[config.mk]
export PLATFORM = sky130hd
export DESIGN_NAME = game_over_ctrl_flat
export DESIGN_NICKNAME = d
export VERILOG_FILES = /design/src/rtl/game_over_ctrl_pkg.sv /design/src/rtl/game_over_ctrl_if.sv /design/src/rtl/game_over_ctrl_bcd_counter4.sv /design/src/rtl/game_over_ctrl.sv /design/src/flat_wrapper.sv
export SDC_FILE = /design/constraint.sdc
export NUM_CORES = 1
export LEC_CHECK = 0
export CORE_ASPECT_RATIO = 2
export CORE_UTILIZATION = 40
export CTS_BUF_LIST = sky130_fd_sc_hd__clkbuf_2 sky130_fd_sc_hd__clkbuf_4 sky130_fd_sc_hd__clkbuf_8
export CTS_CLUSTER_SIZE = 14
export DETAILED_ROUTE_END_ITERATION = 8
export SYNTH_ARGS = -nofsm -noshare
export SYNTH_HDL_FRONTEND = slang
export SYNTH_SLANG_ARGS = --single-unit
export TNS_END_PERCENT = 5
[constraint.sdc]
create_clock -name clk -period 2.1 [get_ports clk]
set_input_delay 0.63 -clock clk [delete_from_list [all_inputs] [get_ports clk]]
set_output_delay 0.63 -clock clk [all_outputs]
set_load 0.02 [all_outputs]
[src/rtl/game_over_ctrl_pkg.sv]
// Shared constants for the game-state controller and its score counter.
// Latency: n/a (declarations only).
// Backpressure: n/a.
package game_pkg;

  // FSM state encoding, kept as plain 2-bit constants so older blocks can
  // compare against the same values.
  localparam logic [1:0] ST_READY = 2'd0;
  localparam logic [1:0] ST_RUN   = 2'd1;
  localparam logic [1:0] ST_OVER  = 2'd2;

  // One BCD digit, and the saturation value of a 4-digit BCD counter.
  localparam int          BCD_W    = 4;
  localparam logic [15:0] BCD_MAX  = 16'h9999;

  // Default tuning: overlap pixels per frame for a hit, frames of game-over
  // hold before restart, frames per score increment.
  localparam int DEF_HIT_PIXELS  = 4;
  localparam int DEF_HOLD_FRAMES = 60;
  localparam int DEF_SCORE_DIV   = 6;

endpackage

[src/rtl/game_over_ctrl_if.sv]
// Bundle of per-pixel/per-frame inputs and game-state outputs of game_over_ctrl.
// Latency: n/a (wires only).
// Backpressure: none; all signals are levels or single-cycle pulses.
//   master: drives frame_tick, video_on, is_player, is_obstacle, btn_jump
//   slave : drives hit, run_en, start_pulse, score[15:0] (4 BCD digits)
interface game_over_ctrl_if;
  logic        frame_tick;
  logic        video_on;
  logic        is_player;
  logic        is_obstacle;
  logic        btn_jump;
  logic        hit;
  logic        run_en;
  logic        start_pulse;
  logic [15:0] score;

  modport master (
    output frame_tick, video_on, is_player, is_obstacle, btn_jump,
    input  hit, run_en, start_pulse, score
  );

  modport slave (
    input  frame_tick, video_on, is_player, is_obstacle, btn_jump,
    output hit, run_en, start_pulse, score
  );
endinterface

[src/rtl/game_over_ctrl_bcd_counter4.sv]
// 4-digit BCD counter with clear and increment, saturating at 9999.
// Latency: 1 cycle from clr_i/inc_i to q_o.
// Backpressure: none; inc_i at 9999 is dropped.
//   clk, reset (sync, active-high), clr_i (priority over inc_i), inc_i, q_o[15:0]
module bcd_counter4
  import game_pkg::*;
(
  input  logic        clk,
  input  logic        reset,
  input  logic        clr_i,
  input  logic        inc_i,
  output logic [15:0] q_o
);

  logic [15:0]      q_q, q_d;
  logic             carry;
  logic [BCD_W-1:0] dig;

  // Ripple a +1 from the units digit upward; a 9 wraps to 0 and passes the
  // carry on, anything else absorbs it.
  always_comb begin
    q_d   = q_q;
    carry = 1'b0;
    dig   = '0;
    if (clr_i) begin
      q_d = '0;
    end else if (inc_i && (q_q != BCD_MAX)) begin
      carry = 1'b1;
      for (int i = 0; i < 4; i++) begin
        dig = q_q[i*BCD_W +: BCD_W];
        if (carry) begin
          if (dig == 4'd9) begin
            q_d[i*BCD_W +: BCD_W] = '0;
          end else begin
            q_d[i*BCD_W +: BCD_W] = dig + 4'd1;
            carry = 1'b0;
          end
        end
      end
    end
  end

  always_ff @(posedge clk) begin
    if (reset) q_q <= '0;
    else       q_q <= q_d;
  end

  assign q_o = q_q;

endmodule

[src/rtl/game_over_ctrl.sv]
// Game-state FSM: per-frame collision decision, game-over hold, restart, BCD score.
// Latency: hit/run_en/start_pulse/score change 1 cycle after the deciding input.
// Backpressure: none; held button gives a single edge, RUN ignores the button.
//   clk, reset (sync, active-high)
//   bus (slave): frame_tick, video_on, is_player, is_obstacle, btn_jump in;
//                hit, run_en, start_pulse, score[15:0] out
module game_over_ctrl
  import game_pkg::*;
#(
  parameter int HIT_PIXELS  = DEF_HIT_PIXELS,
  parameter int HOLD_FRAMES = DEF_HOLD_FRAMES,
  parameter int SCORE_DIV   = DEF_SCORE_DIV
)
(
  input  logic             clk,
  input  logic             reset,
  game_over_ctrl_if.slave  bus
);

  logic [1:0] state_q, state_d;
  logic       btn_prev_q;
  logic [7:0] ovl_cnt_q, ovl_cnt_d;
  logic [7:0] hold_cnt_q, hold_cnt_d;
  logic [7:0] div_cnt_q, div_cnt_d;
  logic       start_q, start_d;
  logic       score_clr, score_inc;

  logic btn_rise, overlap, restart_ok;

  assign btn_rise   = bus.btn_jump & ~btn_prev_q;
  // The tick cycle itself is blanking; it never counts as an overlap pixel.
  assign overlap    = bus.video_on & bus.is_player & bus.is_obstacle & ~bus.frame_tick;
  // Registered hold count, so an edge on the tick that completes the hold is
  // still too early.
  assign restart_ok = (hold_cnt_q == 8'(HOLD_FRAMES));

  always_comb begin
    state_d    = state_q;
    ovl_cnt_d  = ovl_cnt_q;
    hold_cnt_d = hold_cnt_q;
    div_cnt_d  = div_cnt_q;
    start_d    = 1'b0;
    score_clr  = 1'b0;
    score_inc  = 1'b0;
    case (state_q)
      ST_READY: begin
        ovl_cnt_d = '0;
        if (btn_rise) begin
          state_d   = ST_RUN;
          start_d   = 1'b1;
          score_clr = 1'b1;
          div_cnt_d = '0;
        end
      end
      ST_RUN: begin
        if (bus.frame_tick) begin
          ovl_cnt_d = '0;
          // Collision wins over the score tick that may land on this frame.
          if (ovl_cnt_q >= 8'(HIT_PIXELS)) begin
            state_d    = ST_OVER;
            hold_cnt_d = '0;
          end else if (div_cnt_q == 8'(SCORE_DIV - 1)) begin
            div_cnt_d = '0;
            score_inc = 1'b1;
          end else begin
            div_cnt_d = div_cnt_q + 8'd1;
          end
        end else if (overlap && (ovl_cnt_q != 8'hFF)) begin
          ovl_cnt_d = ovl_cnt_q + 8'd1;
        end
      end
      ST_OVER: begin
        ovl_cnt_d = '0;
        if (btn_rise && restart_ok) begin
          state_d   = ST_RUN;
          start_d   = 1'b1;
          score_clr = 1'b1;
          div_cnt_d = '0;
        end else if (bus.frame_tick && !restart_ok) begin
          hold_cnt_d = hold_cnt_q + 8'd1;
        end
      end
      default: begin
        state_d   = ST_READY;
        ovl_cnt_d = '0;
      end
    endcase
  end

  always_ff @(posedge clk) begin
    if (reset) begin
      state_q    <= ST_READY;
      btn_prev_q <= 1'b0;
      ovl_cnt_q  <= '0;
      hold_cnt_q <= '0;
      div_cnt_q  <= '0;
      start_q    <= 1'b0;
    end else begin
      state_q    <= state_d;
      btn_prev_q <= bus.btn_jump;
      ovl_cnt_q  <= ovl_cnt_d;
      hold_cnt_q <= hold_cnt_d;
      div_cnt_q  <= div_cnt_d;
      start_q    <= start_d;
    end
  end

  bcd_counter4 u_score (
    .clk   (clk),
    .reset (reset),
    .clr_i (score_clr),
    .inc_i (score_inc),
    .q_o   (bus.score)
  );

  assign bus.hit         = (state_q == ST_OVER);
  assign bus.run_en      = (state_q == ST_RUN);
  assign bus.start_pulse = start_q;

endmodule

[src/flat_wrapper.sv]
// flat-port wrapper written by rule: the top's interface ports become plain ports
module game_over_ctrl_flat import game_pkg::*;
#(
  parameter int HIT_PIXELS  = DEF_HIT_PIXELS,
  parameter int HOLD_FRAMES = DEF_HOLD_FRAMES,
  parameter int SCORE_DIV   = DEF_SCORE_DIV
)
  (clk, reset, bus_frame_tick, bus_video_on, bus_is_player, bus_is_obstacle, bus_btn_jump, bus_hit, bus_run_en, bus_start_pulse, bus_score);
  game_over_ctrl_if bus_i ();
  input  logic clk;
  input  logic reset;
  input wire logic [$bits(bus_i.frame_tick)-1:0] bus_frame_tick;
  input wire logic [$bits(bus_i.video_on)-1:0] bus_video_on;
  input wire logic [$bits(bus_i.is_player)-1:0] bus_is_player;
  input wire logic [$bits(bus_i.is_obstacle)-1:0] bus_is_obstacle;
  input wire logic [$bits(bus_i.btn_jump)-1:0] bus_btn_jump;
  output wire logic [$bits(bus_i.hit)-1:0] bus_hit;
  output wire logic [$bits(bus_i.run_en)-1:0] bus_run_en;
  output wire logic [$bits(bus_i.start_pulse)-1:0] bus_start_pulse;
  output wire logic [$bits(bus_i.score)-1:0] bus_score;
  assign bus_i.frame_tick = bus_frame_tick;
  assign bus_i.video_on = bus_video_on;
  assign bus_i.is_player = bus_is_player;
  assign bus_i.is_obstacle = bus_is_obstacle;
  assign bus_i.btn_jump = bus_btn_jump;
  assign bus_hit = bus_i.hit;
  assign bus_run_en = bus_i.run_en;
  assign bus_start_pulse = bus_i.start_pulse;
  assign bus_score = bus_i.score;
  game_over_ctrl #(.HIT_PIXELS(HIT_PIXELS), .HOLD_FRAMES(HOLD_FRAMES), .SCORE_DIV(SCORE_DIV)) u_core (.clk(clk), .reset(reset), .bus(bus_i));
endmodule
After elaboration in Yosys (flattened, before gate mapping):

Index checks and enable logic that the tools add are counted.
W data, S select, Z words.

* register bits: 44
* bits of input ports: 7
* output and inout bits: 19
* logic and storage cells: 96

* add/subtract/negate cells: 7
* $lt $le $gt $ge: 1
* eq/ne operators: 17
* muxes and demuxes: 38
* bitwise gates (word level): 7
* reductions and logical operators: 16

Operators with widths (count)
* $mux W8: 9
* $add A8 B1 Y8 const B: 3
* $pmux W8 S3: 1
* $mux W1: 17
* $add A4 B1 Y4 const B: 4
* $eq A4 B4 Y1 const B: 4
* $mux W4: 4
* $ne A16 B16 Y1 const B: 1
* $pmux W8 S2: 1
* $reduce_and A5 Y1: 2
* $eq A8 B3 Y1 const B: 1
* $eq A8 B6 Y1 const B: 1
* $ge A8 B3 Y1 const B: 1
* $mux W2: 4
* $ne A2 B1 Y1 const B: 4
* $ne A8 B8 Y1 const B: 1
* $ne A2 B2 Y1 const B: 3
* $pmux W2 S3: 1
* $reduce_and A2 Y1: 3
* $and A1 B1 Y1: 4
* $logic_and A1 B1 Y1: 4
* $reduce_and A4 Y1: 1
* $not A1 Y1: 3
* $reduce_bool A3 Y1: 1
* 8 further kinds: 8

Longest topological paths before layout:

* depth in word-level cells: 15
* mapped depth: 8
* depth with buffers taken out: 7

By module:

From an unflattened synthesis, not the netlist that was laid out.

* cells, all modules: 275
* area total of the unflattened synthesis: 2298.5 sq um

By module, submodules not included
* game_over_ctrl: instances 1, cells an instance 169, area each 1457.6 sq um, sequential area each 560.5 sq um
* bcd_counter4: instances 1, cells an instance 106, area each 840.8 sq um, sequential area each 320.3 sq um

Least setup slack after synthesis:

OpenSTA, ideal clock, no wires.

* path kind: register to register
* from: register u_core.hold_cnt_q[0]
* to: register u_core.div_cnt_q[1]
* library setup time: 70 ps
* data arrival time: 1897 ps
* data required time: 2030 ps
* slack: 132 ps
* stages on the path, launching flop included: 8
* buffers on the path: 0
* period minus slack after synthesis: 1968 ps
* path through: dfxtp_1 -> inv_1 -> ha_1 -> or3b_2 -> o21ai_0 -> a21oi_1 -> or4_1 -> a21oi_1

* cells in the longest elaborated chain, start to end: 4

RTL lines
* start: declaration: RTL line game_over_ctrl.sv:23 `logic [7:0] hold_cnt_q, hold_cnt_d;`
* start signal: assignment: RTL line game_over_ctrl.sv:102 `hold_cnt_q <= hold_cnt_d;`
* $eq A8 B6 Y1: RTL line game_over_ctrl.sv:35 `assign restart_ok = (hold_cnt_q == 8'(HOLD_FRAMES));`
* $logic_and A1 B1 Y1: RTL line game_over_ctrl.sv:74 `if (btn_rise && restart_ok) begin`
* $ne A2 B1 Y1 (no source line)
* $reduce_and A5 Y1 (no source line)
* end signal: assignment: RTL line game_over_ctrl.sv:103 `div_cnt_q <= div_cnt_d;`
* end: declaration: RTL line game_over_ctrl.sv:24 `logic [7:0] div_cnt_q, div_cnt_d;`

Every way passes these cells.
A chain may end at the register's enable or synchronous reset.

Final worst setup path:

* from: register u_core.u_score.q_q[1] (netlist: u_core.u_score.q_o[1])
* to: output port bus_score[1]

RTL lines
* start: declaration: RTL line game_over_ctrl_bcd_counter4.sv:15 `logic [15:0] q_q, q_d;`
* start signal: assignment: RTL line game_over_ctrl_bcd_counter4.sv:45 `else q_q <= q_d;`
* end: declaration: RTL line flat_wrapper.sv:20 `output wire logic [$bits(bus_i.score)-1:0] bus_score;`

No word-level cell between the ends.

==> results.py <==
metrics = {
    "setup_path": {
        "crit_family": "buffers and inverters",
        "r2r_cells": 6,
        "cp_num_buf_inv": 1,
        "worstPathRequired_ps": 1470,
        "worst_r2r_startpoint": "u_core.div_cnt_q[0]",
        "r2r_slack_ps": 120,
        "critPathMaxStageDelay_ps": 650,
        "reg2reg_to": "u_core.u_score.q_o[14]",
        "worstSetupEndpointType": "primary output",
        "worstPathMaxFanout": 8,
        "path_class": "register to primary output",
        "path_cells": "clkdlybuf4s50_1",
        "cp.arrival_ps": 1400,
        "start_kind": "register",
        "cp_slowest_cell": "clkdlybuf4s50_1",
    },
    "logic_synthesis": {
        "synth_compound_area_share_pct": 16.1,
        "synthMuxAreaShare_pct": 1.77,
        "synth_xor_area_share_pct": 6.20,
        "syn_area_per_cell_um2": 8.16,
        "synth_top_family_by_area": "simple AND/OR/NAND/NOR gates",
        "ys_seq_area_share_pct": 39.0,
        "synth_top_area_share_pct": 39.0,
        "synth_area_leaders": "dfxtp_1 (39%), nor2_1 (5.6%), a21oi_1 (4.4%), nand2_1 (3.7%), xnor2_1 (3.5%)",
        "yosys.area_share.simple_pct": 29.7,
        "synth_ff_type": "dfxtp_1",
        "syn_area_um2": 2260,
        "async_reset_ff_share_pct": 0,
        "ys_types": 48,
        "ys_ff_latch": 44,
        "synth_fa_ha_area_share_pct": 3.32,
        "yosys_warnings": 0,
        "synth_top_area_cell": "dfxtp_1",
        "postSynthCellCount": 277,
        "synth_edf_count": 0,
        "synth_nets": 290,
    },
    "detailed_routing": {
        "drc_errors": 0,
        "initialDrtViolationCount": 33,
        "post_drt_wl_per_cell_um": 13.4,
        "drtPass1Iterations": 4,
        "vias": 2163,
        "drtAntennaViolNets": 0,
        "wl_mm": 5.36,
        "vias_per_cell": 5.41,
    },
    "hold_path": {
        "hold_end": "u_core.div_cnt_q[7]",
        "min-delay-start": "u_core.div_cnt_q[7]",
        "min_path_type": "register to register",
        "min_path_cells": 1,
    },
    "layout": {
        "utilization_pct": 54.4,
        "fillers": 548,
        "areaGrowthSynthToFinish_pct": 30.5,
        "drive_gt1_share_pct": 15.0,
        "fin_nets": 352,
        "n_antenna_cell": 0,
    },
    "clock_tree": {
        "cts_tree": "yes",
        "post-cts-setup-buffers": 0,
        "holdBufCountCts": 0,
        "post_cts_resized": 4,
        "cts_sinks": 44,
        "cts_htree_levels": 2,
        "clkLatencyLatePin_ps": 310,
        "root_buffer": "clkbuf_8",
        "cts.clk_slew.worst_paths_ps": 80,
        "clockBufferDepth": 2,
        "numCtsBuffers": 5,
    },
    "power_and_ir_drop": {
        "p_total_mw": 1.52,
        "p_leak_nw": 1.11,
        "powerDensity_nw_per_um2": 517,
        "ir_drop_v": 0.000476,
    },
    "sta": {
        "clock_skew_ps": 8.68,
        "finalSetupViolCount": 0,
        "grt_setup_unrepaired": "false",
        "hold_viol": 0,
        "timing.hold.ws_ps": 476,
        "period_minus_slack_ps": 2030,
        "slew_headroom_pct": 61.4,
        "final.period_utilization_pct": 96.8,
        "final_max_slew_viol_count": 0,
        "tns_ps": 0,
        "max_freq_mhz": 492,
        "tightestPinTransition_ps": 575,
    },
    "grt": {
        "grt_pass1_vias": 1944,
        "antenna_found_initial": 0,
        "grt_max_degree": 17,
        "grt_util_all_layers_pct": 19.9,
        "overflow": 0,
        "grt_pass1_wl_mm": 8.60,
    },
    "floorplan": {
        "die_area_um2": 5970,
        "die_h_um": 108,
        "io_pins": 26,
        "initial_core_util_pct": 41.7,
        "die_x_um": 55.1,
        "std_cell_rows": 38,
        "core_um2": 5420,
    },
    "flow_run": {
        "drv_cap": 0,
    },
    "placement": {
        "gp_congestion": 0.842,
        "dp_hpwl_mm": 4.09,
        "io_buffers": 25,
    },
    "status": {
        "status": "finished clean",
    },
}
[per-stage QoR]
| stage | cell area (um^2) | worst slack, ps | instances |
|---|---|---|---|
| floorplan | 2260 | 132 | 277 |
| global placement | 2850 | -328 | 392 |
| detailed placement | 2850 | -345 | 392 |
| CTS | 2940 | 17.5 | 400 |
| global route | 2950 | 13.2 | 400 |
| finish | 2950 | 67.5 | 400 |
[power breakdown]
part	switching [mW]	leakage (nW)	internal, mW
combinational	0.0565	0.706	0.0558
clock	0.304	0.0510	0.263
sequential	0.00503	0.355	0.840
total	0.365	1.11	1.16
[registers in the layout (all words and copies together) (netlist names)]
register	flops
u_core.btn_prev_q	1
u_core.bus.start_pulse	1
u_core.div_cnt_q	8
u_core.hold_cnt_q	8
u_core.ovl_cnt_q	8
u_core.state_q	2
u_core.u_score.q_o	16
[worst max-delay path by stage]
stage,endpoint,start,cells after the start
6_report,bus_score[1],u_core.u_score.q_o[1],1
3_3_place_gp,u_core.u_score.q_o[3],bus_frame_tick,6
4_1_cts,u_core.div_cnt_q[1],u_core.hold_cnt_q[0],8
5_1_grt,bus_score[0],u_core.u_score.q_o[0],1
3_5_place_dp,u_core.u_score.q_o[3],bus_frame_tick,6
2_1_floorplan,u_core.div_cnt_q[1],u_core.hold_cnt_q[0],7
[kinds of logic (layout without fill, tap and decap cells)]
family	after synthesis	count (layout)
buf+inv	23	86
simple gates	126	126
mux	4	4
fa+ha+maj	6	6
compound gates	58	58
flops	44	44
xor+xnor	16	16
[cell usage after synthesis (6+ instances only)]
library cell and instances:
nor2b_1 6, nor3_1 9, nand4_1 7, inv_1 16, ha_1 6, o21ai_0 12
xor2_1 7, or3_1 8, a31oi_1 7, o2111ai_1 6, dfxtp_1 44, xnor2_1 9
nand2_1 22, nor2_1 34, a21oi_1 20, nand3_1 14
[cell type report]
class	count	area, um^2	share of cell area (%)
Multi-Input combinational cell	210	1300	44.1
Sequential cell	44	881	29.9
Timing Repair Buffer	62	539	18.3
Clock buffer	6	82.6	2.80
Tap cell	60	75.1	2.55
Inverter	16	60.1	2.04
Clock inverter	2	10.0	0.339
[cells in the final DEF (no fill, tap or decap), types with 3 or more instances in the layout]
master           count
dfxtp_1             44
buf_4               36
nor2_1              34
nand2_1             22
clkdlybuf4s50_1     21
a21oi_1             20
inv_1               16
nand3_1             13
o21ai_0             11
nor3_1               9
xnor2_1              9
or3_1                8
nand4_1              7
a31oi_1              7
xor2_1               7
nor2b_1              6
o2111ai_1            6
ha_1                 6
clkbuf_8             6
and3_1               4
mux2i_1              4
nor4_1               3
dlygate4sd2_1        3
[per-layer routing]
layer  track usage, %  share of wire [%]  up-vias
met5                0                  0        -
met4             8.57                2.0        0
met3             3.80                1.9        8
met2             35.2                 54       18
met1             21.5                 42     1018
li1                 -                  -     1119
Note: power is estimated with default switching activity, not from simulation.
